## src/rtl/red_pitaya_na_multi_averager_if.sv

```systemverilog
// Control, data and status bundle between the network-analyzer averager and its bus wrapper.
// Handshake: valid_o rises when a completed series is captured in sum_o; ack_i clears it next cycle.
interface red_pitaya_na_multi_averager_if #(
  parameter int NCH     = 2,
  parameter int INBITS  = 24,
  parameter int SUMBITS = 62,
  parameter int CNTBITS = 32
);
  logic                    start_i;
  logic                    abort_i;
  logic [CNTBITS-1:0]      cfg_avg_i;
  logic [CNTBITS-1:0]      cfg_sleep_i;
  logic                    cfg_cont_i;
  logic [NCH*INBITS-1:0]   dat_i;
  logic                    ack_i;
  logic [NCH*SUMBITS-1:0]  sum_o;
  logic                    valid_o;
  logic                    done_o;
  logic                    busy_o;
  logic [CNTBITS-1:0]      remaining_o;
  logic [NCH-1:0]          sat_o;
  logic                    overrun_o;
  logic [1:0]              state_o;

  modport slave (
    input  start_i, abort_i, cfg_avg_i, cfg_sleep_i, cfg_cont_i, dat_i, ack_i,
    output sum_o, valid_o, done_o, busy_o, remaining_o, sat_o, overrun_o, state_o
  );

  modport master (
    output start_i, abort_i, cfg_avg_i, cfg_sleep_i, cfg_cont_i, dat_i, ack_i,
    input  sum_o, valid_o, done_o, busy_o, remaining_o, sat_o, overrun_o, state_o
  );
endinterface

```

## src/rtl/red_pitaya_na_multi_averager.sv

```systemverilog
// N-channel IQ averager: settle for a programmed time, then sum signed samples with saturation,
// publishing each completed series as a snapshot guarded by a valid/ack handshake.
module red_pitaya_na_multi_averager #(
  parameter int NCH     = 2,
  parameter int INBITS  = 24,
  parameter int SUMBITS = 62,
  parameter int CNTBITS = 32
) (
  input  logic clk_i,
  input  logic rst_i,
  red_pitaya_na_multi_averager_if.slave bus
);
  typedef enum logic [1:0] {ST_IDLE = 2'd0, ST_SLEEP = 2'd1, ST_ACCUM = 2'd2, ST_HOLD = 2'd3} state_t;

  localparam logic [SUMBITS-1:0] SUM_MAX = {1'b0, {(SUMBITS-1){1'b1}}};
  localparam logic [SUMBITS-1:0] SUM_MIN = {1'b1, {(SUMBITS-1){1'b0}}};

  state_t                 r_state, w_state_nxt;
  logic [CNTBITS-1:0]     r_cfg_avg, r_cfg_sleep;
  logic                   r_cfg_cont;
  logic [CNTBITS-1:0]     r_remaining, r_sleep_cnt;
  logic [SUMBITS-1:0]     r_acc [NCH];
  logic [NCH*SUMBITS-1:0] r_sum;
  logic                   r_valid, r_done, r_overrun;
  logic [NCH-1:0]         r_sat;

  logic                   w_start, w_sleep_end, w_acc_end, w_complete, w_from_accum, w_arm;
  logic [CNTBITS-1:0]     w_ld_avg, w_ld_sleep;
  logic                   w_ld_cont;
  logic [SUMBITS:0]       w_ext  [NCH];
  logic [SUMBITS:0]       w_wide [NCH];
  logic [SUMBITS-1:0]     w_acc_add [NCH];
  logic [NCH-1:0]         w_sat_step;

  // abort_i dominates start_i; a start arriving alone always (re)loads the series
  assign w_start     = bus.start_i & ~bus.abort_i;
  assign w_sleep_end = (r_state == ST_SLEEP) && (r_sleep_cnt <= CNTBITS'(1));
  assign w_acc_end   = (r_state == ST_ACCUM) && (r_remaining <= CNTBITS'(1));
  assign w_ld_avg    = w_start ? bus.cfg_avg_i   : r_cfg_avg;
  assign w_ld_sleep  = w_start ? bus.cfg_sleep_i : r_cfg_sleep;
  assign w_ld_cont   = w_start ? bus.cfg_cont_i  : r_cfg_cont;

  // A zero-length series completes on the edge that would otherwise enter ACCUM
  assign w_complete   = ~bus.abort_i &
                        (w_start ? ((bus.cfg_sleep_i == '0) && (bus.cfg_avg_i == '0))
                                 : (w_acc_end | (w_sleep_end && (r_cfg_avg == '0))));
  assign w_from_accum = ~w_start & w_acc_end;
  assign w_arm        = ~bus.abort_i & (w_start | (w_complete & w_ld_cont));

  always_comb begin
    w_state_nxt = r_state;
    if (bus.abort_i)                   w_state_nxt = ST_IDLE;
    else if (w_complete && !w_ld_cont) w_state_nxt = ST_HOLD;
    else if (w_arm)                    w_state_nxt = (w_ld_sleep != '0) ? ST_SLEEP : ST_ACCUM;
    else if (w_sleep_end)              w_state_nxt = ST_ACCUM;
  end

  always_comb begin
    for (int c = 0; c < NCH; c++) begin
      w_ext[c]      = {{(SUMBITS+1-INBITS){bus.dat_i[c*INBITS+INBITS-1]}}, bus.dat_i[c*INBITS +: INBITS]};
      w_wide[c]     = {r_acc[c][SUMBITS-1], r_acc[c]} + w_ext[c];
      w_acc_add[c]  = r_acc[c];
      w_sat_step[c] = 1'b0;
      if (r_remaining != '0) begin
        if (w_wide[c][SUMBITS] != w_wide[c][SUMBITS-1]) begin
          w_acc_add[c]  = w_wide[c][SUMBITS] ? SUM_MIN : SUM_MAX;
          w_sat_step[c] = 1'b1;
        end else begin
          w_acc_add[c]  = w_wide[c][SUMBITS-1:0];
        end
      end
    end
  end

  always_ff @(posedge clk_i) begin
    if (rst_i) r_state <= ST_IDLE;
    else       r_state <= w_state_nxt;
  end

  always_ff @(posedge clk_i) begin
    if (rst_i) begin
      r_cfg_avg   <= '0;
      r_cfg_sleep <= '0;
      r_cfg_cont  <= 1'b0;
      r_remaining <= '0;
      r_sleep_cnt <= '0;
      for (int c = 0; c < NCH; c++) r_acc[c] <= '0;
      r_sum       <= '0;
      r_valid     <= 1'b0;
      r_done      <= 1'b0;
      r_overrun   <= 1'b0;
      r_sat       <= '0;
    end else begin
      r_done <= w_complete;
      if (w_start) begin
        r_cfg_avg   <= bus.cfg_avg_i;
        r_cfg_sleep <= bus.cfg_sleep_i;
        r_cfg_cont  <= bus.cfg_cont_i;
      end
      if (bus.abort_i) begin
        r_remaining <= '0;
      end else if (w_arm) begin
        r_remaining <= w_ld_avg;
        r_sleep_cnt <= w_ld_sleep;
        for (int c = 0; c < NCH; c++) r_acc[c] <= '0;
      end else if (w_complete) begin
        r_remaining <= '0;
      end else if (r_state == ST_ACCUM) begin
        r_remaining <= r_remaining - CNTBITS'(1);
        for (int c = 0; c < NCH; c++) r_acc[c] <= w_acc_add[c];
      end else if (r_state == ST_SLEEP) begin
        r_sleep_cnt <= r_sleep_cnt - CNTBITS'(1);
      end
      if (w_start)                                    r_sat <= '0;
      else if (!bus.abort_i && r_state == ST_ACCUM)   r_sat <= r_sat | w_sat_step;
      if (w_complete && r_valid && !bus.ack_i)        r_overrun <= 1'b1;
      else if (w_start)                               r_overrun <= 1'b0;
      // The snapshot only ever moves at completion, so a reader never sees partial sums
      if (w_complete) begin
        r_valid <= 1'b1;
        for (int c = 0; c < NCH; c++)
          r_sum[c*SUMBITS +: SUMBITS] <= w_from_accum ? w_acc_add[c] : '0;
      end else if (bus.ack_i) begin
        r_valid <= 1'b0;
      end
    end
  end

  assign bus.sum_o       = r_sum;
  assign bus.valid_o     = r_valid;
  assign bus.done_o      = r_done;
  assign bus.busy_o      = (r_state == ST_SLEEP) || (r_state == ST_ACCUM);
  assign bus.remaining_o = r_remaining;
  assign bus.sat_o       = r_sat;
  assign bus.overrun_o   = r_overrun;
  assign bus.state_o     = r_state;
endmodule

```

## src/flat_wrapper.sv

```systemverilog
// flat-port wrapper written by rule: the top's interface ports become plain ports
module red_pitaya_na_multi_averager_flat 
#(
  parameter int NCH     = 2,
  parameter int INBITS  = 24,
  parameter int SUMBITS = 62,
  parameter int CNTBITS = 32
)
  (clk_i, rst_i, bus_start_i, bus_abort_i, bus_cfg_avg_i, bus_cfg_sleep_i, bus_cfg_cont_i, bus_dat_i, bus_ack_i, bus_sum_o, bus_valid_o, bus_done_o, bus_busy_o, bus_remaining_o, bus_sat_o, bus_overrun_o, bus_state_o);
  red_pitaya_na_multi_averager_if #(.NCH(NCH), .INBITS(INBITS), .SUMBITS(SUMBITS), .CNTBITS(CNTBITS)) bus_i ();
  input  logic clk_i;
  input  logic rst_i;
  input wire logic [$bits(bus_i.start_i)-1:0] bus_start_i;
  input wire logic [$bits(bus_i.abort_i)-1:0] bus_abort_i;
  input wire logic [$bits(bus_i.cfg_avg_i)-1:0] bus_cfg_avg_i;
  input wire logic [$bits(bus_i.cfg_sleep_i)-1:0] bus_cfg_sleep_i;
  input wire logic [$bits(bus_i.cfg_cont_i)-1:0] bus_cfg_cont_i;
  input wire logic [$bits(bus_i.dat_i)-1:0] bus_dat_i;
  input wire logic [$bits(bus_i.ack_i)-1:0] bus_ack_i;
  output wire logic [$bits(bus_i.sum_o)-1:0] bus_sum_o;
  output wire logic [$bits(bus_i.valid_o)-1:0] bus_valid_o;
  output wire logic [$bits(bus_i.done_o)-1:0] bus_done_o;
  output wire logic [$bits(bus_i.busy_o)-1:0] bus_busy_o;
  output wire logic [$bits(bus_i.remaining_o)-1:0] bus_remaining_o;
  output wire logic [$bits(bus_i.sat_o)-1:0] bus_sat_o;
  output wire logic [$bits(bus_i.overrun_o)-1:0] bus_overrun_o;
  output wire logic [$bits(bus_i.state_o)-1:0] bus_state_o;
  assign bus_i.start_i = bus_start_i;
  assign bus_i.abort_i = bus_abort_i;
  assign bus_i.cfg_avg_i = bus_cfg_avg_i;
  assign bus_i.cfg_sleep_i = bus_cfg_sleep_i;
  assign bus_i.cfg_cont_i = bus_cfg_cont_i;
  assign bus_i.dat_i = bus_dat_i;
  assign bus_i.ack_i = bus_ack_i;
  assign bus_sum_o = bus_i.sum_o;
  assign bus_valid_o = bus_i.valid_o;
  assign bus_done_o = bus_i.done_o;
  assign bus_busy_o = bus_i.busy_o;
  assign bus_remaining_o = bus_i.remaining_o;
  assign bus_sat_o = bus_i.sat_o;
  assign bus_overrun_o = bus_i.overrun_o;
  assign bus_state_o = bus_i.state_o;
  red_pitaya_na_multi_averager #(.NCH(NCH), .INBITS(INBITS), .SUMBITS(SUMBITS), .CNTBITS(CNTBITS)) u_core (.clk_i(clk_i), .rst_i(rst_i), .bus(bus_i));
endmodule
```

## config.mk

```make
export PLATFORM = sky130hd
export DESIGN_NAME = red_pitaya_na_multi_averager_flat
export DESIGN_NICKNAME = d
export VERILOG_FILES = /design/src/rtl/red_pitaya_na_multi_averager_if.sv /design/src/rtl/red_pitaya_na_multi_averager.sv /design/src/flat_wrapper.sv
export SDC_FILE = /design/constraint.sdc
export NUM_CORES = 1
export LEC_CHECK = 0
export CAP_MARGIN = 25
export CORE_MARGIN = 2
export CORE_UTILIZATION = 39
export CTS_CLUSTER_SIZE = 14
export DETAILED_ROUTE_END_ITERATION = 8
export GPL_ROUTABILITY_DRIVEN = 0
export SYNTH_ARGS = -nofsm -noshare
export SYNTH_HDL_FRONTEND = slang
export SYNTH_SLANG_ARGS = --single-unit
```

## constraint.sdc

```tcl
create_clock -name clk_i -period 5.75 [get_ports clk_i]
set_clock_uncertainty 0.2 [all_clocks]
set_input_delay 1.15 -clock clk_i [delete_from_list [all_inputs] [get_ports clk_i]]
set_output_delay 1.15 -clock clk_i [all_outputs]
set_load 0.02 [all_outputs]
```

==> impl_metrics.ini <==
[synth]
syn_avg_cell_area_um2 = 8.02
synth_area_mm2 = 0.0244
synth_edf_count = 124
synth_ff_type = dfxtp_1
yosysSeqAreaShare = 0.366
synthDistinctLibCells = 92
synth.net_count = 3292
ys_async_sr_fraction = 0
synth-seq-cells = 384
yosysWarnings = 0
synth_cells = 3042

[final_layout]
drive_gt1_frac = 0.0676
area_growth_pct = 23.1
final.fill_count = 6016
final_nets = 3541
antennaDiodeCount = 0
finalNonFillerCells = 4165

[floorplan]
die_h_um = 254
rows = 91
core_area_mm2 = 0.0618
die_area_mm2 = 0.0646
chipWidth_um = 254
initial_core_util = 0.395
ios = 282

[clock_network]
postCtsSetupRepairBufs = 0
cts_buffers = 46
htree_levels = 2
post_cts_resized = 0
numClockSinks = 384
clock_path_buffers = 3
clock_latency_ns = 0.60
tritoncts = done
cts_hold_buf = 0
clock-root-buffer = clkbuf_16
clk_pin_slew_ns = 0.06

[pwr]
leakagePower_nw = 11.6
irDropWorstVdd_uv = 213
p_int_w = 0.00556
sequentialPowerShare = 0.355
p_per_area_mw_per_mm2 = 282
power_frac_clock = 0.354
pwr-share-comb = 0.292
power.switching_fraction = 0.345
switchingPower_w = 0.00292

[critical_path]
arrival_ns = 5.24
crit_type = in -> reg
path_max_fanout = 22
end_kind = flip-flop
required_ns = 5.89
reg2reg_depth = 12
cp-start-kind = input pin

[drt]
wl_met2_um = 40300
num_vias = 24700
initialDrtViolationCount = 2185
via_per_inst = 5.92
first_pass_iters = 5
wl_met1_um = 37300
ant_nets = 0
wl_met3_um = 6410
top_layer = met4
wl_per_cell_um = 20.8
wl_um = 86700
drc = 0

[timing]
hold_violations = 0
period_share = 0.887
finalMaxSlewViolations = 0
tightest_slew_ns = 0.892
slew_headroom = 0.401
grt_setup_unrepaired = no
finalCriticalPeriod_ns = 5.10
setup_viol = 0
final.setup.tns_ns = 0
fmax_mhz = 196
fin_ws_ns = 0.651

[grt]
grt_max_degree = 125
first_global_vias = 23700
gr-total-overflow = 0
grt_pass1_wl_um = 134000
antenna_found_initial = 0
grt_use_total = 0.261

[placed_design]
preCtsSetupSlack_ns = 0.0675
post-dp-hpwl_um = 63800
port_buffers = 281
place_inst = 4079

[status]
status = complete, no violations

[min_path]
hold_class = reg -> reg
holdPathStages = 2

[run]
maxCapViolations = 0
metal layers:
| metal | GRT usage | up-vias |
|---|---|---|
| met4 | 0.0871 | 0 |
| met2 | 0.430 | 979 |
| met3 | 0.0417 | 168 |
| li1 | - | 11700 |
| met1 | 0.348 | 11800 |
| met5 | 0 | - |
stage by stage:
stage / instance area (um^2) / total power, W / utilization / hold slack, ns
6_report: 30000 / 0.00848 / 0.486 / 0.249
2_1_floorplan: 24400 / 0.00465 / - / 0.227
5_1_grt: 30000 / 0.00888 / 0.486 / 0.277
4_1_cts: 30000 / 0.00850 / 0.485 / 0.254
3_3_place_gp: 28400 / 0.00545 / 0.460 / 0.236
3_5_place_dp: 28500 / 0.00548 / 0.460 / 0.241
synthesized netlist by cell type, types with 12 or more instances:
cell | count | area [um^2]
clkbuf_1 | 122 | 458
dfxtp_1 | 260 | 5200
a32oi_1 | 20 | 175
nor3_1 | 78 | 390
nor2_1 | 378 | 1420
or3_1 | 24 | 150
o21ai_0 | 316 | 1580
inv_1 | 61 | 229
and3_1 | 14 | 87.6
nand2_1 | 290 | 1090
a21oi_1 | 342 | 1710
buf_2 | 47 | 235
o22ai_1 | 12 | 75.1
a31oi_1 | 33 | 206
nor4_1 | 41 | 257
o221ai_1 | 14 | 123
or2_2 | 12 | 75.1
edfxtp_1 | 124 | 3720
xnor2_1 | 66 | 578
xor2_1 | 44 | 385
and2_1 | 18 | 113
o21ai_1 | 30 | 150
ha_1 | 130 | 1630
o211ai_1 | 16 | 120
o21a_1 | 15 | 113
nand3_1 | 54 | 270
nand4_1 | 62 | 388
a211oi_1 | 27 | 203
o21bai_1 | 43 | 323
nand2b_1 | 21 | 131
o31ai_1 | 21 | 158
mux2i_1 | 61 | 611
a21o_1 | 40 | 300
a22oi_1 | 43 | 323
sequential cells by signal, indices dropped and copies added (netlist names):
signal / count
u_core.r_cfg_avg: 32
u_core.bus.state_o: 2
u_core.bus.sum_o: 124
u_core.r_acc: 124
u_core.r_cfg_cont: 1
u_core.bus.overrun_o: 1
u_core.r_sleep_cnt: 32
u_core.bus.remaining_o: 32
u_core.bus.valid_o: 1
u_core.bus.sat_o: 2
u_core.bus.done_o: 1
u_core.r_cfg_sleep: 32
power by group through the flow:
stage / combinational [W] / sequential (W) / clock (W)
floorplan: 0.00160 / 0.00305 / 0
global placement: 0.00239 / 0.00306 / 0
detailed placement: 0.00242 / 0.00306 / 0
CTS: 0.00244 / 0.00301 / 0.00305
global route: 0.00271 / 0.00302 / 0.00315
finish: 0.00247 / 0.00301 / 0.00300
final cells by class:
class / instances / area [um^2] / share of cell area
sequential: 384 / 8930 / 0.297
clock buffer: 66 / 1320 / 0.0439
inverter: 62 / 233 / 0.00775
multi-input combinational: 2416 / 14600 / 0.485
clock inverter: 19 / 231 / 0.00771
tap: 837 / 1050 / 0.0349
timing repair buffer: 381 / 3700 / 0.123
critical path, stage by stage:
cell and delay, ns:
clkdlybuf4s50_1 0.47, ha_1 0.38, a2111oi_0 0.35, o21ai_1 0.22, a2111o_1 0.48, and4b_1 0.25
a211oi_2 0.48, a2bb2oi_1 0.22, nor3_1 0.47, nor3_2 0.09, buf_4 0.27, a22oi_1 0.33
nor2_1 0.07
cell usage in the layout, fill, tap and decap left out, types with 9 or more instances in the layout:
| cell | n |
|---|---|
| xor2_1 | 44 |
| inv_1 | 61 |
| ha_1 | 130 |
| a32oi_1 | 20 |
| dfxtp_1 | 260 |
| or3_1 | 23 |
| nand2_1 | 290 |
| a21o_1 | 39 |
| buf_4 | 90 |
| nand2b_1 | 20 |
| nor2_1 | 376 |
| clkbuf_16 | 48 |
| a211oi_1 | 27 |
| mux2i_1 | 61 |
| o221ai_1 | 14 |
| a21boi_0 | 11 |
| or2_2 | 12 |
| a31oi_1 | 33 |
| or4_1 | 11 |
| a21oi_1 | 340 |
| clkdlybuf4s50_1 | 279 |
| o21a_1 | 15 |
| o211ai_1 | 16 |
| nand3_1 | 53 |
| and2_1 | 18 |
| nor3_1 | 78 |
| clkbuf_1 | 13 |
| a22oi_1 | 43 |
| edfxtp_1 | 124 |
| o21ai_1 | 29 |
| nand4_1 | 62 |
| buf_12 | 9 |
| nor4_1 | 40 |
| o21bai_1 | 43 |
| nor2b_1 | 11 |
| o22ai_1 | 12 |
| xnor2_1 | 66 |
| o21ai_0 | 316 |
| and3_1 | 14 |
| o31ai_1 | 21 |
logic make-up (layout without fill, tap and decap cells):
| family | Yosys count | after routing | share of synthesized area |
|---|---|---|---|
| fa+ha+maj | 132 | 132 | 0.0683 |
| flops | 384 | 384 | 0.366 |
| mux | 63 | 63 | 0.0259 |
| xor+xnor | 110 | 110 | 0.0395 |
| compound gates | 1068 | 1068 | 0.265 |
| buf+inv | 242 | 528 | 0.0400 |
| simple gates | 1043 | 1043 | 0.196 |
worst paths after layout:
check	from	to	slack [ns]
worst max register to register	u_core.r_acc[0][68]	u_core.r_acc[0][67]	1.30
worst min register to register	u_core.r_sleep_cnt[9]	u_core.r_sleep_cnt[9]	0.25
worst min-delay path	u_core.r_sleep_cnt[9]	u_core.r_sleep_cnt[9]	0.25
worst max-delay path	bus_dat_i[30]	u_core.r_acc[0][67]	0.65
(Power assumes the default switching activity.)
